### src/rtl/lc3_mem_pkg.sv
// Shared types and constants for the LC-3 memory initiator.
package lc3_mem_pkg;

  localparam int unsigned LC3_WORD_W  = 16;
  localparam int unsigned LC3_TIMER_W = 8;

  typedef enum logic [1:0] {
    IDLE   = 2'd0,
    ACCESS = 2'd1,
    DONE   = 2'd2
  } lc3_mem_state_e;

endpackage

### src/rtl/lc3_mem_timer.sv
// Access watchdog for the LC-3 memory initiator: counts ACCESS cycles and
// flags the cycle in which the count reaches MEM_TIMEOUT.
module lc3_mem_timer
  import lc3_mem_pkg::*;
#(
  parameter int unsigned MEM_TIMEOUT = 16
) (
  input  logic clk,
  input  logic rst,
  input  logic clear,
  input  logic enable,
  output logic expired
);

  logic [LC3_TIMER_W-1:0] cnt_q;
  logic [LC3_TIMER_W-1:0] cnt_d;

  // Clear wins over increment; hold when idle.
  always_comb begin
    cnt_d = cnt_q;
    if (clear) begin
      cnt_d = '0;
    end else if (enable) begin
      cnt_d = cnt_q + LC3_TIMER_W'(1);
    end
  end

  // Count register.
  always_ff @(posedge clk or posedge rst) begin
    if (rst) begin
      cnt_q <= '0;
    end else begin
      cnt_q <= cnt_d;
    end
  end

  // The count reaches MEM_TIMEOUT at the edge closing this ACCESS cycle.
  assign expired = enable && (cnt_q == LC3_TIMER_W'(MEM_TIMEOUT - 1));

endmodule

### src/rtl/lc3_mem_initiator.sv
// LC-3 memory initiator: MAR/MDR plus an IDLE/ACCESS/DONE handshake with a
// memory whose R response lags MIO_EN by one cycle.
// Optional access timeout enabled by defining LC3_MEM_TIMEOUT_EN.
module lc3_mem_initiator
  import lc3_mem_pkg::*;
#(
  parameter int unsigned MEM_TIMEOUT = 16
) (
  input  logic                  clk,
  input  logic                  rst,
  input  logic                  LD_MAR,
  input  logic                  LD_MDR,
  input  logic                  req,
  input  logic                  R_W,
  input  logic [LC3_WORD_W-1:0] bus_in,
  output logic [LC3_WORD_W-1:0] mdr_out,
  output logic                  ready,
  output logic                  err,
  output logic                  MIO_EN,
  output logic                  RW,
  output logic [LC3_WORD_W-1:0] addr,
  output logic [LC3_WORD_W-1:0] data_in,
  input  logic [LC3_WORD_W-1:0] data_out,
  input  logic                  R
);

  // Reject out-of-range timeouts at elaboration.
  if ((MEM_TIMEOUT < 2) || (MEM_TIMEOUT > 255)) begin : g_bad_timeout
    $error("lc3_mem_initiator: MEM_TIMEOUT must be in 2..255");
  end

  lc3_mem_state_e        state_q, state_d;
  logic [LC3_WORD_W-1:0] mar_q, mar_d;
  logic [LC3_WORD_W-1:0] mdr_q, mdr_d;
  logic [LC3_WORD_W-1:0] addr_q, addr_d;
  logic [LC3_WORD_W-1:0] data_in_q, data_in_d;
  logic                  mio_en_q, mio_en_d;
  logic                  rw_q, rw_d;
  logic                  ready_q, ready_d;

`ifdef LC3_MEM_TIMEOUT_EN
  logic err_q, err_d;
  logic timer_clear_c;
  logic timer_en_c;
  logic timeout_c;

  lc3_mem_timer #(
    .MEM_TIMEOUT (MEM_TIMEOUT)
  ) u_timer (
    .clk     (clk),
    .rst     (rst),
    .clear   (timer_clear_c),
    .enable  (timer_en_c),
    .expired (timeout_c)
  );
`endif

  // Next-state and registered-output logic.
  always_comb begin
    state_d   = state_q;
    mar_d     = mar_q;
    mdr_d     = mdr_q;
    addr_d    = addr_q;
    data_in_d = data_in_q;
    mio_en_d  = mio_en_q;
    rw_d      = rw_q;
    ready_d   = 1'b0;
`ifdef LC3_MEM_TIMEOUT_EN
    err_d         = 1'b0;
    timer_clear_c = 1'b0;
    timer_en_c    = 1'b0;
`endif
    case (state_q)
      IDLE: begin
        // Loads apply before a same-cycle request so the access sees them.
        if (LD_MAR) mar_d = bus_in;
        if (LD_MDR) mdr_d = bus_in;
        if (req) begin
          rw_d      = R_W;
          mio_en_d  = 1'b1;
          addr_d    = mar_d;
          data_in_d = mdr_d;
          state_d   = ACCESS;
`ifdef LC3_MEM_TIMEOUT_EN
          timer_clear_c = 1'b1;
`endif
        end
      end
      ACCESS: begin
`ifdef LC3_MEM_TIMEOUT_EN
        timer_en_c = 1'b1;
`endif
        // A response in the timeout cycle still completes normally.
        if (R) begin
          if (!rw_q) mdr_d = data_out;
          mio_en_d = 1'b0;
          ready_d  = 1'b1;
          state_d  = DONE;
        end
`ifdef LC3_MEM_TIMEOUT_EN
        else if (timeout_c) begin
          mio_en_d = 1'b0;
          ready_d  = 1'b1;
          err_d    = 1'b1;
          state_d  = DONE;
        end
`endif
      end
      DONE: begin
        state_d = IDLE;
      end
      default: begin
        state_d  = IDLE;
        mio_en_d = 1'b0;
      end
    endcase
  end

  // State and output registers; reset abandons any access in flight.
  always_ff @(posedge clk or posedge rst) begin
    if (rst) begin
      state_q   <= IDLE;
      mar_q     <= '0;
      mdr_q     <= '0;
      addr_q    <= '0;
      data_in_q <= '0;
      mio_en_q  <= 1'b0;
      rw_q      <= 1'b0;
      ready_q   <= 1'b0;
`ifdef LC3_MEM_TIMEOUT_EN
      err_q     <= 1'b0;
`endif
    end else begin
      state_q   <= state_d;
      mar_q     <= mar_d;
      mdr_q     <= mdr_d;
      addr_q    <= addr_d;
      data_in_q <= data_in_d;
      mio_en_q  <= mio_en_d;
      rw_q      <= rw_d;
      ready_q   <= ready_d;
`ifdef LC3_MEM_TIMEOUT_EN
      err_q     <= err_d;
`endif
    end
  end

  assign mdr_out = mdr_q;
  assign ready   = ready_q;
  assign MIO_EN  = mio_en_q;
  assign RW      = rw_q;
  assign addr    = addr_q;
  assign data_in = data_in_q;

`ifdef LC3_MEM_TIMEOUT_EN
  assign err = err_q;
`else
  assign err = 1'b0;
`endif

endmodule
### config.mk
export PLATFORM = sky130hd
export DESIGN_NAME = lc3_mem_initiator
export DESIGN_NICKNAME = d
export VERILOG_FILES = /design/src/rtl/lc3_mem_pkg.sv /design/src/rtl/lc3_mem_timer.sv /design/src/rtl/lc3_mem_initiator.sv
export SDC_FILE = /design/constraint.sdc
export NUM_CORES = 1
export LEC_CHECK = 0
export BUFFER_PORTS_ARGS = -buffer_cell sky130_fd_sc_hd__buf_4
export CAP_MARGIN = 25
export CORE_MARGIN = 2
export CORE_UTILIZATION = 43
export DETAILED_ROUTE_END_ITERATION = 7
export MAX_ROUTING_LAYER = met4
export PLACE_DENSITY = 0.67
export SYNTH_ARGS = -nofsm -noshare
export SYNTH_HDL_FRONTEND = slang
export SYNTH_SLANG_ARGS = --single-unit
### constraint.sdc
create_clock -name clk -period 3.7 [get_ports clk]
set_clock_uncertainty 0.05 [all_clocks]
set_input_delay 0.37 -clock clk [delete_from_list [all_inputs] [get_ports clk]]
set_output_delay 0.37 -clock clk [all_outputs]
set_load 0.02 [all_outputs]
== After elaboration in Yosys (flattened, before gate mapping) ==
Cells that the tools add are included.
Widths: inputs -> output; s select.

* Input bits: 39
* Output and inout bits: 52
* Register bits after elaboration: 69
* Word-level logic and storage cells: 33

* Reductions and logical operators: 6
* Multiplexer cells: 13
* Eq/ne operators: 5
* Bitwise gates (word level): 1

{| class="wikitable"
|+ Operators with widths
! kind !! count
|-
| $mux 16 || 4
|-
| $pmux 16 s2 || 1
|-
| $ne 2x2->1 const B || 3
|-
| $reduce_and 3->1 || 2
|-
| $mux 1 || 4
|-
| $mux 2 || 2
|-
| $pmux 2 s2 || 1
|-
| $reduce_and 2->1 || 2
|-
| $pmux 1 s3 || 1
|-
| $eq 2x1->1 const B || 1
|-
| $eq 2x2->1 const B || 1
|-
| $logic_not 2->1 || 1
|-
| $reduce_bool 2->1 || 1
|-
| $not 1->1 || 1
|}

== Logic depth before layout (Yosys ltp) ==
Gate-level depths: netlist of the first run.

* Depth in word-level cells: 3
* Gate-level depth with buffers: 5

== Worst setup path before layout of the first run ==
OpenSTA, ideal clock, no wires.

* Path kind: input port to flip-flop
* Start point: input port LD_MAR
* End point: register mar_q[0]
* Required time: 3525 ps
* Slack: 2137 ps
* Data arrival time: 1388 ps
* Stages on the path: 4
* Path through: buf_4 > nor3b_4 > buf_4 > mux2_2

* Longest elaborated chain between the ends: 1

{| class="wikitable"
|+ RTL lines
! element !! RTL line !! RTL
|-
| start: declaration || lc3_mem_initiator.sv:11 || <nowiki>input logic LD_MAR,</nowiki>
|-
| $mux 16 || lc3_mem_initiator.sv:76 || <nowiki>if (LD_MAR) mar_d = bus_in;</nowiki>
|-
| end signal: assignment || lc3_mem_initiator.sv:135 || <nowiki>mar_q <= mar_d;</nowiki>
|-
| end: declaration || lc3_mem_initiator.sv:33 || <nowiki>logic [LC3_WORD_W-1:0] mar_q, mar_d;</nowiki>
|}

No other way between the ends.
A chain may end at the register's enable or synchronous reset.

== Worst setup path in the final report of the first run ==
* Start point: register state_q[1]
* End point: register mdr_q[11], in the netlist mdr_out[11]

* Longest elaborated chain between the ends: 3
* Elaborated cells on any way between the ends: 7

{| class="wikitable"
|+ RTL lines
! element !! RTL line !! RTL
|-
| start: declaration || lc3_mem_initiator.sv:32 || <nowiki>lc3_mem_state_e state_q, state_d;</nowiki>
|-
| start signal: assignment || lc3_mem_initiator.sv:134 || <nowiki>state_q <= state_d;</nowiki>
|-
| $eq 2x1->1 or $logic_not 2->1 (tied branches) || lc3_mem_initiator.sv:73 || <nowiki>case (state_q)</nowiki>
|-
| $ne 2x2->1 (no line) or $reduce_bool 2->1 (tied branches) || -- ||
|-
| $reduce_and 3->1 (no line) || -- ||
|-
| end signal: assignment || lc3_mem_initiator.sv:136 || <nowiki>mdr_q <= mdr_d;</nowiki>
|-
| end: declaration || lc3_mem_initiator.sv:34 || <nowiki>logic [LC3_WORD_W-1:0] mdr_q, mdr_d;</nowiki>
|}

Parallel ways exist; a longest one is shown, timed or not.

==> results of run 1 <==
logic make-up (layout without fill, tap and decap cells):
group,Yosys count,count (layout)
and+or+nand+nor,56,56
AOI/OAI and AO/OA,53,53
muxes,65,65
DFF,69,69
buffers and inverters,21,112
other,1,1
layout by cell type (no fill, tap or decap), types with 2 or more instances in the layout:
cell	count
sky130_fd_sc_hd__clkbuf_8	10
sky130_fd_sc_hd__inv_1	2
sky130_fd_sc_hd__clkinvlp_4	3
sky130_fd_sc_hd__nand2b_1	19
sky130_fd_sc_hd__dfrtp_1	69
sky130_fd_sc_hd__a2bb2oi_1	16
sky130_fd_sc_hd__a21oi_1	33
sky130_fd_sc_hd__nor2_1	34
sky130_fd_sc_hd__buf_4	93
sky130_fd_sc_hd__mux2_2	17
sky130_fd_sc_hd__mux2i_1	48
critical path, cell delays in order, from the launching register on:
cell	delay (ps)
sky130_fd_sc_hd__dfrtp_1	470
sky130_fd_sc_hd__nand2b_1	180
sky130_fd_sc_hd__buf_4	250
sky130_fd_sc_hd__o22ai_2	760
sky130_fd_sc_hd__a2bb2oi_1	220
metrics by stage:
| stage | util | hold slack (ps) | std cells |
|---|---|---|---|
| finish | 0.5623 | 108.3 | 455 |
| global route | 0.5623 | 163.4 | 455 |
| CTS | 0.5623 | 128.9 | 455 |
| detailed placement | 0.5376 | 444.1 | 439 |
| global placement | 0.5376 | 438.4 | 439 |
| floorplan | - | 417.7 | 265 |
final timing paths:
check / from / slack [ps] / to / cells past startpoint
max in group asynchronous: rst / 2530 / mdr_out[14] / 3
worst min-delay path: rst / 110 / mdr_out[1] / 2
worst max register to register: state_q[1] / 1690 / mdr_out[11] / 4
min in group clk: R / 190 / state_q[0] / 2
worst max-delay path: state_q[1] / 1690 / mdr_out[11] / 4
worst min register to register: mar_q[11] / 460 / mar_q[11] / 1
flip-flops by register name, summed over array words and instances, names as in the netlist:
name,count
MIO_EN,1
RW,1
addr,16
data_in,16
mar_q,16
mdr_out,16
ready,1
state_q,2
metal layers:
| metal | track usage | up-vias | part of all wire |
|---|---|---|---|
| met2 | 0.2956 | 75 | 0.46 |
| li1 | - | 1105 | - |
| met4 | 0.06513 | 0 | 0.0083 |
| met5 | - | - | 0 |
| met3 | 0.03970 | 8 | 0.056 |
| met1 | 0.2725 | 1110 | 0.47 |
report_power, final:
part | total [uW] | internal (uW) | switching (uW)
Combinational | 1500 | 704 | 797
Clock | 555 | 262 | 293
Sequential | 1340 | 1100 | 233
layout make-up:
type	instances	share of cell area
Sequential cell	69	0.4279
Multi-Input combinational cell	175	0.3215
Timing Repair Buffer	93	0.1730
Clock buffer	11	0.03504
Tap cell	99	0.03070
Clock inverter	5	0.008992
Inverter	3	0.002791
==> impl_metrics.csv, run 1 <==
group,metric,value,unit
run_status,outcome,"finished, final reports clean",
synthesis,synth_compound_area_frac,0.1069,
finish,finish.instance_area,4035,um2
power,power,3393,uW
setup_path,timing.critical_path.from_type,"register",
finish,diodes,0,
finish,final_layout_size_suffix_gt1_frac,0.3652,
synthesis,post_synth_xor_area_fraction,0,
grt,global_route_wire_length_before_repair,11.55,mm
place,dp_hpwl,4.894,mm
clock_network,cts_hold_buffers,0,
floorplan,design.die.area,7997,um2
sta,finalHoldViolations,0,
synthesis,synthesis.area_per_instance,11.84,um2
flow_run,max-cap-violations,0,
grt,grt_max_degree,46,
finish,area_grow_syn2layout,28.59,%
floorplan,die_height,89.43,um
sta,timing_worst_slew_pin_value,986.8,ps
place,place_worst_setup_slack,1585,ps
grt,first_global_vias,2257,
setup_path,timing.critical_path.required,3910,ps
routing,ant_nets,0,
synthesis,synth_cell_types,19,
clock_network,cts_made_buffers,9,
clock_network,clk_root_buffer_cell,"sky130_fd_sc_hd__clkbuf_8",
clock_network,insertion_delay,340,ps
grt,grt_antenna_before_repair,0,
finish,area.sequential,1727,um2
power,p_per_area,840.9,nW/um2
setup_path,path_max_fanout,20,
clock_network,cts_resized,0,
finish,fillers,630,
grt,grt_util_all_layers,0.1983,
routing,drt_pass1_iterations,4,
clock_network,cts.repair_timing.setup_buffer_count,0,
synthesis,synth-seq-area-share,0.5502,
sta,final.period_utilization,0.5425,
synthesis,synth_top_family_by_area,"multiplexers",
clock_network,cts_buffer_depth,2,
min_path,worstHoldPathType,"in2async",
synthesis,synthSimpleGateAreaFrac,0.08852,
sta,finalWorstSetupSlack,1693,ps
synthesis,mappedNetlistArea,3138,um2
grt,gr-total-overflow,0,
sta,maxSlewHeadroom,0.3421,
synthesis,synth-edff-count,0,
setup_path,crit_path_end_kind,"register",
synthesis,dominant_cell_by_count_in_the_synthesized_netlist,"sky130_fd_sc_hd__dfrtp_1",
routing,initialDrtViolationCount,94,
synthesis,post_synth_mux_area_share,0.2141,
routing,viasPerCell,5.051,
synthesis,async_flop_share,1.000,
setup_path,data_arrival_at_the_endpoint_of_the_critical_path,2220,ps
clock_network,htree_num_levels,3,
place,gp_routability_congestion,0.8098,
finish,num-nets-final,390,
floorplan,rows,31,
clock_network,tritoncts_num_sinks,69,
sta,fmax,0.4982,GHz
power,power.leakage,0.001912,uW
setup_path,critical_path_class,"reg2reg",
routing,detail_route.wl_per_cell,16.09,um
routing,detail_route.wirelength,7.319,mm
routing,via_count,2298,
synthesis,netlist_top_cells_count,"69 x sky130_fd_sc_hd__dfrtp_1, 48 x sky130_fd_sc_hd__mux2i_1, 34 x sky130_fd_sc_hd__a21oi_1, 34 x sky130_fd_sc_hd__nor2_1, 19 x sky130_fd_sc_hd__nand2b_1",
clock_network,clkSlewWorstSetupHoldPaths,80,ps
sta,setup_violators_final,0,
synthesis,synthFlopType,"sky130_fd_sc_hd__dfrtp_1",
power,power.ir.vdd_worst,0.4319,mV
sta,period_minus_slack,2007,ps
finish,multi_input_area,1297,um2
floorplan,initial_core_util,0.4373,
floorplan,die_extent_in_x,89.43,um
floorplan,core_area,7176,um2
sta,setup-tns-final,0,ps
synthesis,yosysWarningCount,0,
clock_network,cts_tree,"yes",
floorplan,top_level_ports,91,
synthesis,post_synthesis_register_bit_count,69,
synthesis,postSynthNetCount,304,
place,port_buffers,89,
synthesis,synth_cells,265,
sta,setup_repair_after_global_routing_missed_its_margin,"false",
place,placed_cell_area,3857,um2
synthesis,post_synth_fa_ha_maj_area_fraction,0,
routing,drcViolationCount,0,
sta,final_max_slew_viol_count,0,
synthesis,synth_top_cells_by_area,"sky130_fd_sc_hd__dfrtp_1 55%, sky130_fd_sc_hd__mux2i_1 15%, sky130_fd_sc_hd__mux2_2 6.1%",
synthesis,synth.top_cell.area_share,0.5502,
synthesis,synth_largest_area_cell,"sky130_fd_sc_hd__dfrtp_1",
Power figures use the tool's default switching activity.
==> run 2: changes to the inputs <==
Clock period 3.7 ns to 2 ns, I/O delays scaled along.
==> impl_metrics.csv, run 2 (same netlist as run 1, synthesis figures left out) <==
group,metric,value,unit
run_status,outcome,"finished, final reports clean",
sta,setup-tns-final,0,ps
clock_network,cts_hold_buffers,1,
clock_network,clk_root_buffer_cell,"sky130_fd_sc_hd__clkbuf_8",
sta,fmax,0.6450,GHz
floorplan,rows,31,
power,seq_power_share,0.394,
power,power.leakage,0.001970,uW
place,placed_cell_area,3935,um2
clock_network,cts_resized,0,
clock_network,cts.repair_timing.setup_buffer_count,0,
floorplan,core_area,7176,um2
sta,setup_repair_after_global_routing_missed_its_margin,"false",
routing,drcViolationCount,0,
grt,first_global_vias,2247,
power,p_per_area,1532,nW/um2
setup_path,critical_path_class,"reg2reg",
finish,final_layout_size_suffix_gt1_frac,0.3719,
power,netSwitchingPower,2391,uW
finish,num-nets-final,398,
routing,detail_route.wirelength,7.273,mm
floorplan,die_height,89.43,um
finish,fin_util,0.5745,
setup_path,timing.critical_path.from_type,"register",
sta,final.period_utilization,0.7752,
clock_network,htree_num_levels,3,
grt,grt_util_all_layers,0.1961,
setup_path,timing.critical_path.required,2210,ps
finish,finish.instance_area,4123,um2
routing,initialDrtViolationCount,132,
routing,viasPerCell,5.160,
grt,grt_antenna_before_repair,0,
clock_network,clkSlewWorstSetupHoldPaths,70,ps
finish,diodes,0,
flow_run,max-cap-violations,0,
floorplan,die_extent_in_x,89.43,um
routing,ant_nets,0,
sta,final_max_slew_viol_count,0,
grt,global_route_wire_length_before_repair,11.38,mm
place,port_buffers,89,
power,power.combinational.fraction,0.443,
sta,period_minus_slack,1550,ps
clock_network,insertion_delay,330,ps
finish,area_grow_syn2layout,31.38,%
finish,layout_common_cells,"98 x sky130_fd_sc_hd__buf_4, 69 x sky130_fd_sc_hd__dfrtp_1, 48 x sky130_fd_sc_hd__mux2i_1, 34 x sky130_fd_sc_hd__nor2_1, 33 x sky130_fd_sc_hd__a21oi_1",
min_path,worstHoldPathType,"in2reg",
place,dp_hpwl,5.043,mm
finish,most_common_cell_after_layout_fill_and_taps_aside,"sky130_fd_sc_hd__buf_4",
setup_path,crit_path_end_kind,"register",
sta,finalWorstSetupSlack,449.5,ps
power,cellInternalPower,3926,uW
grt,gr-total-overflow,0,
power,switching_share,0.3785,
routing,via_count,2384,
setup_path,path_max_fanout,43,
routing,detail_route.wl_per_cell,15.74,um
sta,maxSlewHeadroom,0.6334,
finish,area.sequential,1727,um2
grt,grt_max_degree,44,
setup_path,data_arrival_at_the_endpoint_of_the_critical_path,1760,ps
finish,fillers,636,
routing,drt_pass1_iterations,4,
sta,fin_worst_hold_slack,34.77,ps
power,power.ir.vdd_worst,0.7441,mV
sta,timing_worst_slew_pin_value,549.1,ps
clock_network,tritoncts_num_sinks,69,
floorplan,top_level_ports,91,
finish,multi_input_area,1297,um2
clock_network,cts_made_buffers,9,
clock_network,cts_tree,"yes",
clock_network,cts_buffer_depth,2,
place,place_worst_setup_slack,479.0,ps
sta,setup_violators_final,0,
place,gp_routability_congestion,0.7865,
floorplan,design.die.area,7997,um2
floorplan,initial_core_util,0.4373,
sta,finalHoldViolations,0,
power,share_clk_of_total_power,0.162,
-- run 2: cell types whose count changed in the layout (fill, tap and decap cells not counted), sizes merged --
cell / previous run / this run
buf: 93 / 100
clkbuf: 11 / 14
clkinvlp: 3 / 0
clkinv: 2 / 1
dlygate4sd3: 0 / 1
-- run 2: power groups by stage --
stage	combinational [uW]	clock, uW	sequential, uW
finish	2800	1030	2490
global route	3030	1110	2580
CTS	2830	1050	2490
detailed placement	2830	0	2510
global placement	2780	0	2490
floorplan	1110	0	3030
-- run 2: per-stage QoR --
step	cells	total power, uW
2_1_floorplan	265	4147
3_3_place_gp	446	5270
3_5_place_dp	446	5338
4_1_cts	462	6376
5_1_grt	462	6717
6_report	462	6317
-- run 2: worst max-delay path: stages, from the launching register on --
cell                      delay (ps)
sky130_fd_sc_hd__dfrtp_1         470
sky130_fd_sc_hd__nor3b_2         300
sky130_fd_sc_hd__buf_4           430
sky130_fd_sc_hd__nor2_1           80
sky130_fd_sc_hd__a21oi_1         130
-- run 2: final timing paths --
path | from | end | slack (ps) | cells after the start
max | state_q[0] | addr[7] | 450 | 4
min | R | state_q[0] | 30 | 2
max reg2reg | state_q[0] | addr[7] | 450 | 4
min reg2reg | mar_q[2] | mar_q[2] | 460 | 1
max in group asynchronous | rst | addr[7] | 940 | 4
min in group asynchronous | rst | addr[3] | 420 | 3
-- run 2: layer usage --
layer | GRT usage | routed length, um
met4 | 0.04885 | 58
met1 | 0.2581 | 3354
met2 | 0.3017 | 3427
met5 | - | 0
met3 | 0.05448 | 433
-- run 2: layout make-up --
| type | instances | share of cell area |
|---|---|---|
| Sequential cell | 69 | 0.4188 |
| Multi-Input combinational cell | 175 | 0.3147 |
| Timing Repair Buffer | 101 | 0.1906 |
| Clock buffer | 14 | 0.04188 |
| Tap cell | 99 | 0.03005 |
| Inverter | 3 | 0.002731 |
| Clock inverter | 1 | 0.001214 |
